File: config.mk
export PLATFORM = sky130hd
export DESIGN_NAME = raster_engine
export DESIGN_NICKNAME = d
export VERILOG_FILES = /design/src/rtl/raster_engine_pkg.sv /design/src/rtl/raster_line_step.sv /design/src/rtl/raster_engine.sv
export SDC_FILE = /design/constraint.sdc
export NUM_CORES = 1
export LEC_CHECK = 0
export BUFFER_PORTS_ARGS = -buffer_cell sky130_fd_sc_hd__buf_4
export CAP_MARGIN = 20
export CORE_UTILIZATION = 54
export DETAILED_ROUTE_END_ITERATION = 10
export HOLD_SLACK_MARGIN = 0.12
export PLACE_DENSITY = 0.71
export SLEW_MARGIN = 25
export SYNTH_ARGS = -nofsm -noshare
export SYNTH_HDL_FRONTEND = slang
export SYNTH_SLANG_ARGS = --single-unit
File: constraint.sdc
create_clock -name clk -period 6.2 [get_ports clk]
set_input_delay 0.93 -clock clk [delete_from_list [all_inputs] [get_ports clk]]
set_output_delay 0.93 -clock clk [all_outputs]
set_load 0.02 [all_outputs]
File: src/rtl/raster_engine_pkg.sv
// Shared raster command encoding, FSM state encoding and framebuffer geometry.
// The geometry constants are also consumed by the VGA scan-out.
package raster_engine_pkg;

  localparam int RASTER_FB_WIDTH  = 214;
  localparam int RASTER_FB_HEIGHT = 160;
  localparam int RASTER_ADDR_W    = 16;

  typedef enum logic [1:0] {
    CMD_FILL  = 2'd0,
    CMD_POINT = 2'd1,
    CMD_LINE  = 2'd2,
    CMD_RECT  = 2'd3
  } raster_command_t;

  typedef enum logic [1:0] {
    ST_IDLE  = 2'd0,
    ST_SETUP = 2'd1,
    ST_DRAW  = 2'd2
  } raster_state_t;

endpackage

File: src/rtl/raster_line_step.sv
// Bresenham line walker: loaded from the endpoints on init, advances one
// candidate per step, flags the final candidate and whether the next step moves in y.
module raster_line_step (
  input  logic       clk,
  input  logic       rst_sync,
  input  logic [7:0] x0,
  input  logic [7:0] y0,
  input  logic [7:0] x1,
  input  logic [7:0] y1,
  input  logic       init,
  input  logic       step,
  output logic [8:0] x,
  output logic [8:0] y,
  output logic       last,
  output logic       move_y,
  output logic       y_neg
);

  // dy is held negated, so err = dx + dy starts the classic all-octant form.
  logic signed [11:0] dx, dy, err;
  logic signed [12:0] e2, dx_e, dy_e;
  logic [8:0] x_end, y_end;
  logic [7:0] adx, ady;
  logic       x_neg, move_x;

  always_comb begin
    adx    = (x1 >= x0) ? (x1 - x0) : (x0 - x1);
    ady    = (y1 >= y0) ? (y1 - y0) : (y0 - y1);
    e2     = {err, 1'b0};
    dx_e   = {dx[11], dx};
    dy_e   = {dy[11], dy};
    move_x = (e2 >= dy_e);
    move_y = (e2 <= dx_e);
    last   = (x == x_end) && (y == y_end);
  end

  always_ff @(posedge clk) begin
    if (rst_sync) begin
      x     <= '0;
      y     <= '0;
      x_end <= '0;
      y_end <= '0;
      dx    <= '0;
      dy    <= '0;
      err   <= '0;
      x_neg <= 1'b0;
      y_neg <= 1'b0;
    end else if (init) begin
      x     <= {1'b0, x0};
      y     <= {1'b0, y0};
      x_end <= {1'b0, x1};
      y_end <= {1'b0, y1};
      dx    <= $signed({4'b0000, adx});
      dy    <= -$signed({4'b0000, ady});
      err   <= $signed({4'b0000, adx}) - $signed({4'b0000, ady});
      x_neg <= (x1 < x0);
      y_neg <= (y1 < y0);
    end else if (step && !last) begin
      if (move_x) x <= x_neg ? x - 9'd1 : x + 9'd1;
      if (move_y) y <= y_neg ? y - 9'd1 : y + 9'd1;
      err <= err + (move_x ? dy : 12'sd0) + (move_y ? dx : 12'sd0);
    end
  end

endmodule

File: src/rtl/raster_engine.sv
// Raster command receiver: turns FILL/POINT/LINE/RECT into one candidate pixel
// per clock on the framebuffer write port, skipping off-screen candidates.
module raster_engine
  import raster_engine_pkg::*;
#(
  parameter int FB_WIDTH  = RASTER_FB_WIDTH,
  parameter int FB_HEIGHT = RASTER_FB_HEIGHT,
  parameter int ADDR_W    = RASTER_ADDR_W
) (
  input  logic              clk,
  input  logic              rst_sync,
  input  raster_command_t   gpu_command,
  input  logic [7:0]        gpu_x0,
  input  logic [7:0]        gpu_y0,
  input  logic [7:0]        gpu_x1,
  input  logic [7:0]        gpu_y1,
  input  logic [2:0]        gpu_colour,
  input  logic              gpu_execute_request,
  output logic              gpu_busy,
  output logic              fb_write_en,
  output logic [ADDR_W-1:0] fb_addr,
  output logic [2:0]        fb_colour,
  output raster_state_t     state_dbg
);

  // Handshake: a one-cycle gpu_execute_request is taken only in IDLE; gpu_busy
  // is high from the next cycle through the last candidate, and requests while
  // busy are dropped. The cycle gpu_busy falls can already accept a new request.

  localparam logic [ADDR_W-1:0] ROW_STEP = ADDR_W'(FB_WIDTH);

  raster_state_t   state, state_next;
  raster_command_t cmd_r;
  logic [7:0]      x0_r, y0_r, x1_r, y1_r;
  logic [2:0]      colour_r;

  logic [8:0]        xmin, xmax, ymax, cur_x, cur_y;
  logic [ADDR_W-1:0] row_base, start_row;
  logic [8:0]        sx_min, sx_max, sy_min, sy_max;
  logic [8:0]        cand_x, cand_y, line_x, line_y;
  logic              is_line, rect_last, last_cand;
  logic              line_last, line_move_y, line_y_neg;

  raster_line_step u_line (
    .clk      (clk),
    .rst_sync (rst_sync),
    .x0       (x0_r),
    .y0       (y0_r),
    .x1       (x1_r),
    .y1       (y1_r),
    .init     (state == ST_SETUP),
    .step     ((state == ST_DRAW) && is_line),
    .x        (line_x),
    .y        (line_y),
    .last     (line_last),
    .move_y   (line_move_y),
    .y_neg    (line_y_neg)
  );

  // FILL and POINT reuse the rectangle walker with fixed or degenerate bounds.
  always_comb begin
    sx_min = {1'b0, x0_r};
    sx_max = {1'b0, x0_r};
    sy_min = {1'b0, y0_r};
    sy_max = {1'b0, y0_r};
    case (cmd_r)
      CMD_FILL: begin
        sx_min = '0;
        sx_max = 9'(FB_WIDTH - 1);
        sy_min = '0;
        sy_max = 9'(FB_HEIGHT - 1);
      end
      CMD_RECT: begin
        sx_min = {1'b0, (x0_r < x1_r) ? x0_r : x1_r};
        sx_max = {1'b0, (x0_r < x1_r) ? x1_r : x0_r};
        sy_min = {1'b0, (y0_r < y1_r) ? y0_r : y1_r};
        sy_max = {1'b0, (y0_r < y1_r) ? y1_r : y0_r};
      end
      default: ;
    endcase
    start_row = ADDR_W'(sy_min) * ROW_STEP;
    is_line   = (cmd_r == CMD_LINE);
    cand_x    = is_line ? line_x : cur_x;
    cand_y    = is_line ? line_y : cur_y;
    rect_last = (cur_x == xmax) && (cur_y == ymax);
    last_cand = is_line ? line_last : rect_last;
  end

  always_ff @(posedge clk) begin
    if (rst_sync) state <= ST_IDLE;
    else          state <= state_next;
  end

  always_comb begin
    state_next = state;
    case (state)
      ST_IDLE:  if (gpu_execute_request) state_next = ST_SETUP;
      ST_SETUP: state_next = ST_DRAW;
      ST_DRAW:  if (last_cand) state_next = ST_IDLE;
      default:  state_next = ST_IDLE;
    endcase
  end

  always_ff @(posedge clk) begin
    if (rst_sync) begin
      cmd_r    <= CMD_FILL;
      x0_r     <= '0;
      y0_r     <= '0;
      x1_r     <= '0;
      y1_r     <= '0;
      colour_r <= '0;
      xmin     <= '0;
      xmax     <= '0;
      ymax     <= '0;
      cur_x    <= '0;
      cur_y    <= '0;
      row_base <= '0;
    end else begin
      case (state)
        ST_IDLE: if (gpu_execute_request) begin
          cmd_r    <= gpu_command;
          x0_r     <= gpu_x0;
          y0_r     <= gpu_y0;
          x1_r     <= gpu_x1;
          y1_r     <= gpu_y1;
          colour_r <= gpu_colour;
        end
        ST_SETUP: begin
          xmin     <= sx_min;
          xmax     <= sx_max;
          ymax     <= sy_max;
          cur_x    <= sx_min;
          cur_y    <= sy_min;
          row_base <= start_row;
        end
        ST_DRAW: begin
          if (is_line) begin
            if (line_move_y && !line_last)
              row_base <= line_y_neg ? row_base - ROW_STEP : row_base + ROW_STEP;
          end else if (!rect_last) begin
            if (cur_x == xmax) begin
              cur_x    <= xmin;
              cur_y    <= cur_y + 9'd1;
              row_base <= row_base + ROW_STEP;
            end else begin
              cur_x <= cur_x + 9'd1;
            end
          end
        end
        default: ;
      endcase
    end
  end

  always_comb begin
    gpu_busy    = (state != ST_IDLE);
    fb_write_en = (state == ST_DRAW) &&
                  (cand_x < 9'(FB_WIDTH)) && (cand_y < 9'(FB_HEIGHT));
    fb_addr     = (state == ST_DRAW) ? row_base + ADDR_W'(cand_x) : '0;
    fb_colour   = colour_r;
    state_dbg   = state;
  end

endmodule
==> summary.md <==
| Metric | Value |
|---|---|
| DR iter-0 viols | 1010 |
| Starting density of the core | 54.9% |
| Antenna violations before repair | 0 |
| First-pass GRT wire length | 62000 um |
| Row cnt | 58 |
| CTS Buf Count | 17 |
| Final ANT Viol Nets | 0 |
| RSZ-0062 raised after global routing | no |
| Final Core Density | 61.1% |
| Synth Area in Compound Gates | 23.5% |
| Min Tclk post-route | 5930 ps |
| Max-Cap Viols | 0 |
| Clock sink count | 164 |
| Run status | complete, no violations |
| Multi-input logic area | 9680 sq um |
| Die height | 162 um |
| I/O Buffers | 62 |
| CTS Root Cell | clkbuf_16 |
| Cells after Synth | 1743 |
| Cell Pwr Density | 468 nW/um^2 |
| Register area | 3280 sq um |
| CP max stage cell | fa_1 |
| Post-synthesis async set-or-reset flop share | 0% |
| Die width | 162 um |
| Pre-CTS setup slack | 94.2 ps |
| Least-Margin Pin Slew | 1060 ps |
| Detailed placer's ending HPWL | 28900 um |
| Data required time at the worst endpoint | 6480 ps |
| DRC Markers | 0 |
| CP cell instances | inv_1 > ha_1 > inv_1 > fa_1 > a31o_2 > a221oi_4 > a21o_1 > buf_4 > a22o_1 > ha_2 > fa_1 > fa_1 > inv_1 > fa_1 > inv_1 > ha_1 > or3_1 > o211ai_1 > a22oi_2 > a2111oi_1 > or3_1 > mux2i_1 > o32ai_1 |
| FILL cells | 2277 |
| Crit path buf inv count | 5 |
| Fmax | 169 MHz |
| Post-synth top cells | nand2_1 (177), dfxtp_1 (164), ha_1 (150), inv_1 (150), nor2_1 (149) |
| Hold crit path type | reg2reg |
| EDFF count, synth | 0 |
| Main combinational cell family by area after synthesis | compound AO/OA/AOI/OAI gates |
| Top FF cell, synth | dfxtp_1 |
| Placer Congestion | 0.904 |
| Clock tree buffer depth | 2 |
| Synth Area in Simple Gates | 17.7% |
| Share of the synthesized area in the top cell type | 23.7% |
| Largest net degree at the start of global routing | 92 |
| Cell taking the most area after synthesis | dfxtp_1 |
| Final-report hold violation count | 0 |
| Routed wire length | 39000 um |
| Routed len/inst | 18.4 um |
| Syn Nets | 1960 |
| Crit. End Element | flip-flop |
| Core area | 25200 sq um |
| Antenna diodes | 0 |
| Synth Area per Inst | 7.93 sq um |
| Drt pass-1 iters | 5 |
| All-Layer GR Usage | 30.0% |
| Static Leak | 6.78 nW |
| YS warnings | 0 |
| # setup viols final | 0 |
| Die area | 26200 sq um |
| # IOs | 63 |
| Startpoint types | flip-flop |
| #FFs+latches synth | 164 |
| Worst clock skew | 12.3 ps |
| Vias in the first global route | 11600 |
| Rel. slew slack | 29.3% |
| Placed Instances | 2086 |
| Post-synthesis adder-cell area fraction | 17.5% |
| H-tree depth | 4 |
| Critical path class | reg2reg |
| Post-synthesis sequential area ratio | 23.7% |
| Worst vdd ir | 0.000228 V |
| Final period util | 95.6% |
| Final Non-Filler Cells | 2121 |
| P&R area growth vs syn | 11.2% |
| Via density | 5.97 |
| Layout cell share with drive strength beyond 1 | 10.6% |
| Crit path largest cell delay | 540 ps |
| Xor/xnor share of the synthesized area | 5.94% |
| Synth unique cells | 90 |
| Clk_lat worst skew | 440 ps |
| Slew Limit Fails | 0 |
| Final Worst Setup Slack | 272 ps |
| CTS tree | done |
| Cell family with most CP delay | adder cells |
| Mux cell area share after synthesis | 4.84% |
| Crit-path max FO | 5 |
| Count leader, synth | nand2_1 |
| Critical Path AT | 6210 ps |
| Nets | 1995 |
| CTS clk-pin slew, worst paths | 70 ps |
| Total power | 7.20 mW |
| Post-route setup TNS | 0 ps |
| Dominant cells by area after synthesis | dfxtp_1 (24%), ha_1 (14%), a21oi_1 (5.0%) |
| Via Count | 12700 |
| Synth Cell Area | 13800 sq um |
| Total gr overflow | 0 |
## final cells by class
type,instances,area share [%]
Multi-Input combinational cell,1337,62.9
Timing Repair Buffer,108,5.40
Clock inverter,15,1.23
Clock buffer,17,2.77
Tap cell,330,2.68
Inverter,150,3.66
Sequential cell,164,21.3
## worst reg2reg max path, cell delays in order (launching register included)
cell and delay, ps:
dfxtp_1 310, inv_1 70, ha_1 160, inv_1 50
fa_1 410, a31o_2 260, a221oi_4 330, a21o_1 280
buf_4 180, a22o_1 160, ha_2 210, fa_1 450
fa_1 540, inv_1 50, fa_1 490, inv_1 40
ha_1 210, or3_1 320, o211ai_1 260, a22oi_2 130
a2111oi_1 380, or3_1 180, mux2i_1 190, o32ai_1 90
## kinds of logic (layout without fill, tap and decap cells)
family	Yosys count	after routing
and+or+nand+nor	522	522
AOI/OAI and AO/OA	480	480
buffers and inverters	242	290
adders and majority gates	177	177
DFF	164	164
xor gates and xnor gates	92	92
muxes	65	65
other	1	1
## placed cells by master (no fill, tap or decap), drive strengths merged, types with 5 or more instances in the layout
cell / netlist / final
nand2: 177 / 177
dfxtp: 164 / 164
inv: 150 / 157
nor2: 150 / 150
ha: 150 / 150
a21oi: 138 / 138
buf: 26 / 108
o21ai: 80 / 80
a211oi: 57 / 57
xnor2: 56 / 56
mux2i: 53 / 53
xor2: 36 / 36
a21o: 33 / 33
nor3: 33 / 33
o211ai: 32 / 32
nand3: 30 / 30
fa: 27 / 27
and2: 20 / 20
nand2b: 19 / 19
a22oi: 19 / 19
nor2b: 17 / 17
clkbuf: 66 / 17
a31oi: 16 / 16
nand4: 16 / 16
and3: 14 / 14
mux2: 12 / 12
o21a: 11 / 11
or3: 10 / 10
a221oi: 10 / 10
o211a: 9 / 9
a21boi: 8 / 8
a22o: 8 / 8
and4: 7 / 7
o31ai: 7 / 7
or4: 6 / 6
nor4: 6 / 6
a32oi: 5 / 5
or2: 5 / 5
## timing repair
action | CTS | global route
hold buffers | 0 | 0
gates resized for setup | 0 | 10
setup buffers | 0 | 2
endpoints found under the setup margin | 0 | 5
## final timing paths
kind | from | to | slack (ps) | cells past startpoint
worst max-delay path | y0_r[0] | row_base[15] | 270 | 23
worst min-delay path | fb_colour[0] | fb_colour[0] | 460 | 2
worst max register to register | y0_r[0] | row_base[15] | 270 | 23
worst min register to register | fb_colour[0] | fb_colour[0] | 460 | 2
## state kept, by name (all words and copies together), names as in the netlist, 9 cells and up
name / cells
u_line.err: 12
u_line.x: 9
u_line.dy: 12
cur_y: 9
cur_x: 9
row_base: 15
u_line.y: 9
## layer usage
metal | vias to the layer above | share of wire (%) | wire length, um | global-route usage, %
li1 | 6219 | - | - | -
met1 | 5947 | 48 | 18700 | 43.5
met2 | 436 | 43 | 16700 | 45.2
met3 | 53 | 6.9 | 2670 | 4.62
met4 | 0 | 2.3 | 889 | 9.73
met5 | - | 0 | 0 | 0
## report_power, final
| part | leakage [nW] | internal, mW | switching, mW |
|---|---|---|---|
| registers | 1.34 | 1.33 | 0.399 |
| clock network | 0.302 | 0.645 | 0.500 |
| logic | 5.13 | 1.76 | 2.56 |
| total | 6.78 | 3.74 | 3.46 |
## per-stage QoR
step | hold WS [ps] | area, sq um
after detailed placement | 452 | 14700
after CTS | 462 | 15300
after floorplan | 453 | 13800
after global routing | 484 | 15400
after global placement | 445 | 14700
final | 462 | 15400
Power figures use the tool's default switching activity.
